[config.mk]
export PLATFORM = sky130hd
export DESIGN_NAME = sent_cfg_sched
export DESIGN_NICKNAME = d
export VERILOG_FILES = /design/src/rtl/sent_cfg_sched.sv
export SDC_FILE = /design/constraint.sdc
export NUM_CORES = 1
export LEC_CHECK = 0
export CAP_MARGIN = 20
export CELL_PAD_IN_SITES_DETAIL_PLACEMENT = 1
export CELL_PAD_IN_SITES_GLOBAL_PLACEMENT = 2
export CORE_UTILIZATION = 50
export DETAILED_ROUTE_END_ITERATION = 8
export DONT_BUFFER_PORTS = 1
export PLACE_DENSITY_LB_ADDON = 0.1
export SKIP_CTS_REPAIR_TIMING = 1
export SLEW_MARGIN = 5
export SYNTH_ARGS = -nofsm -noshare
export SYNTH_HDL_FRONTEND = slang
export SYNTH_SLANG_ARGS = --single-unit
[constraint.sdc]
create_clock -name clk -period 10.4 [get_ports clk]
set_input_delay 1.04 -clock clk [delete_from_list [all_inputs] [get_ports clk]]
set_output_delay 1.04 -clock clk [all_outputs]
set_load 0.03 [all_outputs]
[src/rtl/sent_cfg_sched.sv]
// sent_cfg_sched - configuration scheduler between the SENT parameter parser
// and the per-channel SENT transmitters.
//
// Parsed records are queued, validated one at a time and handed to their
// target channel only while that channel reports a frame boundary
// (ch_cfg_ready). Invalid records, records that wait too long and records
// that arrive at a full queue are dropped and counted.
//
// Ports:
//   clk, rst        module clock, asynchronous active-high reset
//   cfg_vld         one-cycle strobe, record present on cfg_channel/cfg_param
//   cfg_channel     target channel index
//   cfg_param       {ctick[7:0], ltick[7:0], pause_mode[1:0], pause_len[15:0],
//                    crc_mode, status_nibble[3:0], data_len[2:0], data[23:0]}
//   ch_cfg_ready    per-channel "between frames" indication
//   ch_cfg_vld      one-hot, one-cycle delivery strobe
//   ch_cfg_param    delivered record, held after the strobe
//   ovf_cnt         records lost to a full queue (saturating)
//   inv_cnt         records rejected by validation (saturating)
//   tmo_cnt         records dropped after waiting TIMEOUT cycles (saturating)
//   busy            queue non-empty or a record in flight
module sent_cfg_sched #(
    parameter int          CH_NUM     = 8,
    parameter int          FIFO_DEPTH = 4,
    parameter logic [31:0] TIMEOUT    = 32'd1000000
) (
    input  logic                clk,
    input  logic                rst,
    input  logic                cfg_vld,
    input  logic [7:0]          cfg_channel,
    input  logic [65:0]         cfg_param,
    input  logic [CH_NUM-1:0]   ch_cfg_ready,
    output logic [CH_NUM-1:0]   ch_cfg_vld,
    output logic [65:0]         ch_cfg_param,
    output logic [7:0]          ovf_cnt,
    output logic [7:0]          inv_cnt,
    output logic [7:0]          tmo_cnt,
    output logic                busy
);

    localparam int           AW      = $clog2(FIFO_DEPTH);
    localparam logic [AW:0]  DEPTH_C = (AW+1)'(FIFO_DEPTH);
    localparam logic [7:0]   CH_C    = 8'(CH_NUM);

    typedef enum logic [1:0] {IDLE, CHECK, WAIT} state_t;

    // Record queue: {channel, param}
    logic [73:0]   mem [FIFO_DEPTH];
    logic [AW-1:0] wr_ptr, rd_ptr;
    logic [AW:0]   count;
    logic          full, empty, wr_en, pop;

    state_t        state, state_n;
    logic [7:0]    hold_ch;
    logic [65:0]   hold_param;
    logic [31:0]   timer;
    logic [CH_NUM-1:0] ch_sel;
    logic          ready_sel, invalid;
    logic          latch, deliver, timer_clr, timer_inc, inv_inc, tmo_inc;

    // Fields of the held record
    logic [7:0]  ctick, ltick;
    logic [1:0]  pause_mode;
    logic [15:0] pause_len;
    logic [2:0]  data_len;

    assign ctick      = hold_param[65:58];
    assign ltick      = hold_param[57:50];
    assign pause_mode = hold_param[49:48];
    assign pause_len  = hold_param[47:32];
    assign data_len   = hold_param[26:24];

    assign full  = (count == DEPTH_C);
    assign empty = (count == '0);
    // A full queue still accepts a record when the head leaves on the same edge.
    assign wr_en = cfg_vld && (!full || pop);
    assign busy  = !empty || (state != IDLE);

    always_comb begin
        invalid = (hold_ch >= CH_C)
               || (ctick < 8'd3) || (ctick > 8'd90)
               || (ltick < 8'd4)
               || (pause_mode == 2'd3)
               || (data_len == 3'd0) || (data_len > 3'd6)
               || ((pause_mode != 2'd0) &&
                   ((pause_len < 16'd12) || (pause_len > 16'd768)));
    end

    // One-hot decode of the held channel; only meaningful once validated.
    always_comb begin
        ch_sel = '0;
        for (int unsigned i = 0; i < CH_NUM; i++) begin
            if (hold_ch == 8'(i)) ch_sel[i] = 1'b1;
        end
        ready_sel = |(ch_sel & ch_cfg_ready);
    end

    always_comb begin
        state_n   = state;
        pop       = 1'b0;
        latch     = 1'b0;
        deliver   = 1'b0;
        timer_clr = 1'b0;
        timer_inc = 1'b0;
        inv_inc   = 1'b0;
        tmo_inc   = 1'b0;
        case (state)
            IDLE: begin
                if (!empty) begin
                    latch   = 1'b1;
                    state_n = CHECK;
                end
            end
            CHECK: begin
                if (invalid) begin
                    pop     = 1'b1;
                    inv_inc = 1'b1;
                    state_n = IDLE;
                end else begin
                    timer_clr = 1'b1;
                    state_n   = WAIT;
                end
            end
            WAIT: begin
                // Ready wins over a timeout landing in the same cycle.
                if (ready_sel) begin
                    deliver = 1'b1;
                    pop     = 1'b1;
                    state_n = IDLE;
                end else if (timer == TIMEOUT - 32'd1) begin
                    pop     = 1'b1;
                    tmo_inc = 1'b1;
                    state_n = IDLE;
                end else begin
                    timer_inc = 1'b1;
                end
            end
            default: state_n = IDLE;
        endcase
    end

    always_ff @(posedge clk) begin
        if (wr_en) mem[wr_ptr] <= {cfg_channel, cfg_param};
    end

    always_ff @(posedge clk or posedge rst) begin
        if (rst) begin
            wr_ptr <= '0;
            rd_ptr <= '0;
            count  <= '0;
        end else begin
            if (wr_en) wr_ptr <= wr_ptr + 1'b1;
            if (pop)   rd_ptr <= rd_ptr + 1'b1;
            case ({wr_en, pop})
                2'b10:   count <= count + 1'b1;
                2'b01:   count <= count - 1'b1;
                default: count <= count;
            endcase
        end
    end

    always_ff @(posedge clk or posedge rst) begin
        if (rst) begin
            state        <= IDLE;
            hold_ch      <= '0;
            hold_param   <= '0;
            timer        <= '0;
            ch_cfg_vld   <= '0;
            ch_cfg_param <= '0;
            ovf_cnt      <= '0;
            inv_cnt      <= '0;
            tmo_cnt      <= '0;
        end else begin
            state <= state_n;
            if (latch) {hold_ch, hold_param} <= mem[rd_ptr];
            if (timer_clr)      timer <= '0;
            else if (timer_inc) timer <= timer + 32'd1;
            ch_cfg_vld <= deliver ? ch_sel : '0;
            if (deliver) ch_cfg_param <= hold_param;
            if (cfg_vld && !wr_en && ovf_cnt != 8'hFF) ovf_cnt <= ovf_cnt + 8'd1;
            if (inv_inc && inv_cnt != 8'hFF)           inv_cnt <= inv_cnt + 8'd1;
            if (tmo_inc && tmo_cnt != 8'hFF)           tmo_cnt <= tmo_cnt + 8'd1;
        end
    end

endmodule
* Yosys cells after proc, flatten, opt, wreduce, memory -nomap -nowiden
Memory sizes are Yosys's and may differ from the RTL's. A register that Yosys moved wholly into a read port is not among the register bits. Index checks and enable logic that the tools add are counted.
Word-level totals: memories 1, input bits 85, bits in registers 139, word-level logic and storage cells 110, output and inout bits 99, RAM bits 296
Cells by class: add/sub/neg operators 8, magnitude comparators 7, mux-type cells 35, bitwise gates (word level) 1, equal/unequal tests 19, reduce and logical (&&, ||, !) cells 29
Memory list:
- mem | depth 4, width 74, rd ports 1, clocked after Yosys merged registers in 1, write ports 1, RTL line 48 | logic [73:0] mem [FIFO_DEPTH];
Operators by type and width (number):
- 2-to-1 mux 32 bit | 2
- adder 32 x 1 -> 32 bit, second input constant | 1
- equality test 32 x 20 -> 1 bit, second input constant | 1
- equality test 8 x 3 -> 1 bit, second input constant | 4
- 2-to-1 mux 1 bit | 25
- adder 8 x 1 -> 8 bit, second input constant | 3
- inequality test 8 bit, second input constant | 3
- equality test 8 x 2 -> 1 bit, second input constant | 2
- greater-than comparator 16 x 10 -> 1 bit, second input constant | 1
- < comparator 16 x 4 -> 1 bit, second input constant | 1
- logical OR 1 bit | 10
- bitwise AND 8 bit | 1
- equality test 8 x 1 -> 1 bit, second input constant | 1
- greater-or-equal comparator 8 x 4 -> 1 bit, second input constant | 1
- greater-than comparator 8 x 7 -> 1 bit, second input constant | 1
- logical NOT 8 bit | 1
- < comparator 8 x 2 -> 1 bit, second input constant | 1
- < comparator 8 x 3 -> 1 bit, second input constant | 1
- 2-to-1 mux 2 bit | 4
- 2-to-1 mux 8 bit | 1
- nonzero test 2 bit | 4
- OR reduction 8 bit | 1
- equality test 2 bit, second input constant | 3
- logical AND 1 bit | 6
- 15 further kinds | 20

* Longest topological paths before layout
Gate-level depths: netlist of the first run.
depth in word-level cells 15, gate-level depth with buffers 12, depth with buffers taken out 10

* Worst setup path after synthesis of the first run
Ideal clock, no wire load.
kind input to register, start in ch_cfg_ready[7], end mem mem[0][0] (enable), arrival time 5259 ps, cell stages on the path 7, library setup time 507 ps, path slack 4634 ps, path buffers 0, data required time 9893 ps, path through mux2_2 -> a2bb2oi_1 -> nand4_1 -> o31ai_2 -> o2bb2ai_2 -> o21ai_2 -> nor2_1
On the way: word-level cells in the longest chain between the ends 8
Ends and longest elaborated chain:
- start, declared | RTL line 32 | input logic [CH_NUM-1:0] ch_cfg_ready,
- bitwise AND 8 bit | RTL line 95 | ready_sel = |(ch_sel & ch_cfg_ready);
- OR reduction 8 bit | RTL line 95
- 2-to-1 mux 1 bit | RTL line 126 | if (ready_sel) begin
- case mux 1 bit (2 select lines) | RTL line 107 | case (state)
- logical OR 1 bit | RTL line 76 | assign wr_en = cfg_vld && (!full || pop);
- logical AND 1 bit | RTL line 76
- 2-to-1 mux 1 bit | RTL line 143 | if (wr_en) mem[wr_ptr] <= {cfg_channel, cfg_param};
- 2-to-1 mux 1 bit (implied by the code) | RTL line 143
- end, declared | RTL line 48
Every way passes these cells.

* Worst setup path in the final report of the first run
start reg timer[10], end mem mem[2][57] (enable)
On the way: word-level cells in the longest chain between the ends 8
Ends and longest elaborated chain:
- start, declared | RTL line 56 | logic [31:0] timer;
- start signal, assigned | RTL line 177 | else if (timer_inc) timer <= timer + 32'd1;
- equality test 32 x 20 -> 1 bit | RTL line 130 | end else if (timer == TIMEOUT - 32'd1) begin
- 2-to-1 mux 1 bit | RTL line 130
- 2-to-1 mux 1 bit | RTL line 126
- case mux 1 bit (2 select lines) | RTL line 107
- logical OR 1 bit | RTL line 76
- logical AND 1 bit | RTL line 76
- 2-to-1 mux 1 bit | RTL line 143
- 2-to-1 mux 1 bit (implied by the code) | RTL line 143
Every way passes these cells.

==> out/metrics.cfg, run 1 <==
[status]
status=complete, no violations

[critical_path]
r2r_cells=8
r2r_setup_slack_ns=5.86
crit_fanout=54
crit_start=timer[10]
crit_slowest_cell=buf_4
path_delay_family=simple AND/OR/NAND/NOR gates
required_ns=10.60
critPathCaptureType=flip-flop
path_buf_inv=1
crit_path_cell_trace=nor4b_1, nand4_1, or4_4, o31ai_2, o2bb2ai_2, o21ai_2, nor2_4, buf_4
worstPathArrival_ns=4.74
startpoint_type=flip-flop
critPathCapture=mem[2][57]
path_depth=8
r2r_start=timer[10]
crit_type=flip-flop to flip-flop
critPathMaxStageDelay_ns=0.80
r2r_end=mem[2][57]

[floorplanning]
die_w_um=201
rows=72
core_um2=38700
ioPinCount=184
dieArea_um2=40200
fp.dieH_um=201
start_util=0.509

[cells_and_area]
post-route-util=0.568
nets=1326
num_antenna_cells=0
drive_gt1_frac=0.210
final_cell_area_um2=22000
areaGrowthSynthToFinish_pct=11.6
final_cell_mix=edfxtp_1, nand2_1, dfrtp_1
final_common_cell=edfxtp_1

[yosys]
syn_avg_cell_area_um2=16.3
synth_cells=1213
syn-cell-area_um2=19700
synth_ff_type=edfxtp_1
synth.distinct_cells=56
async_flop_share=0.418
synth_nets=1310
synth_area_leaders=edfxtp_1, dfrtp_1, mux4_2
yosysSeqAreaShare=0.721
synth_top_area_frac=0.451
synth-edff-count=296
ys_ff_latch=509
synth_warnings=0
synth_area_leader_cell=edfxtp_1

[sta]
setup_viol_count_final=0
hold_violations=0
finalSetupTns_ns=0
max_freq_mhz=220
drv_slew=0
tightest_slew_ns=0.955
slew_headroom=0.358
final.min_clock_period_ns=4.54
fin_skew_ns=0.0160
period_share=0.437
rsz0062_at_grt=no

[clock_network]
cts-root-buf=clkbuf_16
clock_path_buffers=3
cts_buffers=52
cts_sinks=509
htreeDepth=2
cts_tree=built
clk_pin_slew_worst_paths_ns=0.06
clkLatencyLatePin_ns=0.59

[route]
ant_nets=0
drcViolationCount=0
routed_wl_um=42400
via_per_inst=5.59
first_pass_iters=5
wire_per_inst_um=23.7
vias=10000
first_iter_violations=449

[global_route]
grt_first_pass_wirelength_um=66700
grt_max_degree=104
antenna_found_initial=0
grt_overflow=0
grt_util_all_layers=0.219
grt_pass1_vias=11100

[power_and_ir_drop]
pwr-share-comb=0.211
power.density_nw_per_um2=276
clkPwrFrac=0.304
power.leakage_nw=8.43
p_total_mw=6.08
max-vdd-ir-drop_uv=158
power.switching_mw=1.71
pwr-share-seq=0.485
intPower_mw=4.37
switching_share=0.281

[worst_hold_path]
hp-class=primary input to asynchronous set/reset pin

[flow_run]
cap_violations=0

[placed_design]
port_buffers=0
dp_hpwl_um=25700
dpl_cell_area_um2=20300
gp_congestion=0.759

## routing by layer
metal	part of all wire	GRT usage	wire length, um	up-vias
li1	-	-	-	4496
met1	0.43	0.287	18200	5272
met2	0.50	0.366	21200	179
met3	0.052	0.0519	2190	57
met4	0.020	0.0632	834	0
met5	0	0	0	-
## power groups by stage
stage	registers [mW]	clock network [mW]	logic (mW)
after detailed placement	2.99	0	1.30
after CTS	2.96	1.89	1.31
final	2.95	1.85	1.28
after global placement	2.97	0	1.27
after floorplan	2.84	0	1.09
after global routing	3.01	1.95	1.40
## area by class of cell
cell class | instances | area [um^2]
Fill cell | 3550 | 16700
Clock buffer | 71 | 1470
Timing Repair Buffer | 12 | 90.1
Multi-Input combinational cell | 638 | 5280
Clock inverter | 27 | 245
Inverter | 16 | 67.6
Tap cell | 518 | 648
Sequential cell | 509 | 14200
## state kept, by name, summed over array words and instances, names as in the netlist
register / count
ch_cfg_param: 66
ch_cfg_vld: 8
count: 3
hold_ch: 8
hold_param: 66
inv_cnt: 8
mem: 296
ovf_cnt: 8
rd_ptr: 2
state: 2
timer: 32
tmo_cnt: 8
wr_ptr: 2
## Yosys cell counts (2+ instances only)
cell type,n
edfxtp_1,296
nand2_1,229
dfrtp_1,213
mux2_2,77
mux4_2,74
nor2_1,47
clkbuf_1,39
xor2_1,36
nand4_1,21
xnor2_1,19
nand3_1,16
inv_1,15
and3_1,12
ha_1,11
nor3_1,9
nor4_1,8
and4_1,7
a21oi_1,6
buf_1,6
nor3_2,5
o21ai_0,5
or3_1,5
or4_1,5
and2_1,4
mux2i_1,4
nor4b_1,4
nor2b_1,3
a211oi_1,2
a21o_1,2
a22oi_1,2
a31oi_1,2
buf_2,2
buf_6,2
mux2_1,2
or4_4,2
## worst reg2reg max path, stage by stage, from the launching register on
cell	delay, ns
dfrtp_1	0.42
nor4b_1	0.47
nand4_1	0.22
or4_4	0.61
o31ai_2	0.28
o2bb2ai_2	0.37
o21ai_2	0.31
nor2_4	0.64
buf_4	0.81
## metrics by stage
step | std cells | setup slack [ns] | hold slack [ns]
3_3_place_gp | 1693 | 5.87 | 0.444
4_1_cts | 1791 | 5.79 | 0.470
2_1_floorplan | 1213 | 3.54 | 0.433
6_report | 1791 | 5.86 | 0.447
5_1_grt | 1791 | 5.57 | 0.487
3_5_place_dp | 1693 | 5.80 | 0.456
## how the worst min path moves through the flow
stage                         startpoint                to  slack [ns]  depth (start not counted)
final                                rst  ch_cfg_param[54]        0.45                          1
after floorplan            hold_param[0]   ch_cfg_param[0]        0.43                          2
after CTS                 hold_param[50]  ch_cfg_param[50]        0.47                          2
after global routing      hold_param[28]  ch_cfg_param[28]        0.49                          2
after detailed placement  hold_param[51]  ch_cfg_param[51]        0.46                          2
after global placement     hold_param[0]   ch_cfg_param[0]        0.44                          2
## kinds of logic after synthesis
family / Yosys count / share of synthesized area
flops: 509 / 0.721
simple gates: 383 / 0.0894
mux: 158 / 0.132
buf+inv: 66 / 0.0135
xor+xnor: 55 / 0.0244
compound gates: 30 / 0.0114
fa+ha+maj: 12 / 0.00799
No activity file was read; power rests on OpenSTA's default activity.
==> run 2, diff against run 1 <==
- CORE_UTILIZATION: 50 -> 46
- clock period: 10.4 -> 4.5 ns (I/O delays scaled with it)
==> out/metrics.cfg, run 2 (synthesis gave the netlist of run 1 again) <==
[sta]
max_freq_mhz=272  ; was 220 MHz
slew_headroom=0.264  ; was 0.358
hold_violations=0  ; unchanged
fin_skew_ns=0.0278  ; was 0.0160 ns
rsz0062_at_grt=no  ; unchanged
tightest_slew_ns=1.10  ; was 0.955 ns
drv_slew=0  ; unchanged
final.min_clock_period_ns=3.67  ; was 4.54 ns
setup_viol_count_final=0  ; unchanged
finalSetupTns_ns=0  ; unchanged
period_share=0.816  ; was 0.437

[floorplanning]
die_w_um=209  ; was 201 um
start_util=0.468  ; was 0.509
ioPinCount=184  ; unchanged
fp.dieH_um=209  ; was 201 um
rows=75  ; was 72
core_um2=42100  ; was 38700 um^2
dieArea_um2=43700  ; was 40200 um^2

[cells_and_area]
final_common_cell=edfxtp_1  ; unchanged
seq_area_um2=14200  ; unchanged
multiInputGateArea_um2=5280  ; unchanged
largest_reg_flops=296  ; unchanged
top_regs=mem: 296 flops, ch_cfg_param: 66 flops, hold_param: 66 flops  ; unchanged
top_register=mem  ; unchanged
areaGrowthSynthToFinish_pct=16.1  ; was 11.6%
nets=1405  ; was 1326
fillers=3891  ; was 3550
drive_gt1_frac=0.200  ; was 0.210
final_cell_mix=edfxtp_1, nand2_1, dfrtp_1  ; unchanged

[flow_run]
cap_violations=0  ; unchanged

[critical_path]
worstPathArrival_ns=3.90  ; was 4.74 ns
critPathMaxStageDelay_ns=0.61  ; was 0.80 ns
required_ns=4.73  ; was 10.60 ns
crit_type=flip-flop to flip-flop  ; unchanged
path_delay_family=simple AND/OR/NAND/NOR gates  ; unchanged
crit_slowest_cell=or4_4  ; was buf_4
crit_path_cell_trace=nor4b_1, nand4_1, or4_4, o31ai_2, o2bb2ai_2, o21ai_2, nor2_4, buf_12  ; was nor4b_1, nand4_1, or4_4, o31ai_2, o2bb2ai_2, o21ai_2, nor2_4, buf_4
startpoint_type=flip-flop  ; unchanged
path_buf_inv=1  ; unchanged
critPathCaptureType=flip-flop  ; unchanged
crit_fanout=74  ; was 54

[route]
drcViolationCount=0  ; unchanged
wire_per_inst_um=22.9  ; was 23.7 um
routed_wl_um=43500  ; was 42400 um
first_pass_iters=4  ; was 5
first_iter_violations=767  ; was 449
via_per_inst=5.50  ; was 5.59
vias=10400  ; was 10000
ant_nets=0  ; unchanged

[global_route]
grt_pass1_vias=11100  ; about the same
grt_overflow=0  ; unchanged
grt_util_all_layers=0.205  ; was 0.219
grt_max_degree=129  ; was 104
grt_first_pass_wirelength_um=67600  ; was 66700 um
antenna_found_initial=7  ; was 0

[clock_network]
cts_tree=built  ; unchanged
cts_sinks=509  ; unchanged
cts-root-buf=clkbuf_16  ; unchanged
clock_path_buffers=3  ; unchanged
htreeDepth=2  ; unchanged
cts_buffers=52  ; unchanged
clk_pin_slew_worst_paths_ns=0.06  ; about the same
clkLatencyLatePin_ns=0.61  ; was 0.59 ns

[placed_design]
dp_hpwl_um=26400  ; was 25700 um
gp_congestion=0.712  ; was 0.759
port_buffers=0  ; unchanged

[power_and_ir_drop]
power.leakage_nw=8.76  ; was 8.43 nW
p_total_mw=14.2  ; was 6.08 mW
power.density_nw_per_um2=618  ; was 276 nW/um^2
max-vdd-ir-drop_uv=325  ; was 158 uV

[worst_hold_path]
hp-class=primary input to flip-flop  ; was primary input to asynchronous set/reset pin

[status]
status=complete, no violations  ; unchanged

==> run 2: cell count changes in the layout (fill, tap and decap cells not counted), moves of 2 or more <==
cell	before	now
dlygate4sd3_1	0	75
diode_2	0	7
buf_12	0	6
clkbuf_1	12	17
clkinv_1	7	3
buf_4	12	10
clkbuf_16	54	52
==> run 2: area by class of cell <==
cell class | instances | area share
flip-flops and latches | 509 | 0.621
diodes | 7 | 0.000765
clock inverters | 24 | 0.0110
well taps | 539 | 0.0295
multi-input cells | 638 | 0.231
clock buffers | 74 | 0.0626
repair buffers | 91 | 0.0413
inverters | 16 | 0.00284
==> run 2: through the flow <==
| stage | utilization | setup slack (ns) | cell area, um^2 | std cells | hold WS (ns) |
|---|---|---|---|---|---|
| final | 0.543 | 0.826 | 22900 | 1898 | 0.00570 |
| after global routing | 0.543 | 0.593 | 22900 | 1897 | 0.00231 |
| after CTS | 0.525 | 0.770 | 22100 | 1816 | -0.0952 |
| after detailed placement | 0.485 | 0.809 | 20400 | 1718 | 0.452 |
| after global placement | 0.485 | 0.854 | 20400 | 1718 | 0.447 |
| after floorplan | - | -1.16 | 19700 | 1213 | 0.433 |
==> run 2: final timing paths <==
kind | from | to | slack, ns | cells after the start
max | timer[13] | mem[2][53] | 0.83 | 8
min | cfg_vld | count[1] | 0.006 | 2
max in group asynchronous | rst | hold_param[2] | 2.85 | 4
max reg2reg | timer[13] | mem[2][53] | 0.83 | 8
min reg2reg | hold_param[8] | ch_cfg_param[8] | 0.47 | 2
min in group asynchronous | rst | tmo_cnt[0] | 0.47 | 3
==> run 2: layer usage <==
layer	wire [um]	global-route usage	vias to the layer above
li1	-	-	4660
met1	19200	0.266	5522
met2	21400	0.341	205
met3	2170	0.0603	57
met4	744	0.0484	0
met5	0	0	-
==> run 2: power by group <==
group	leakage (nW)	internal (mW)	switching, mW
combinational	2.50	1.64	1.41
clock	0.827	2.46	1.80
sequential	5.44	6.03	0.809
total	8.76	10.1	4.02
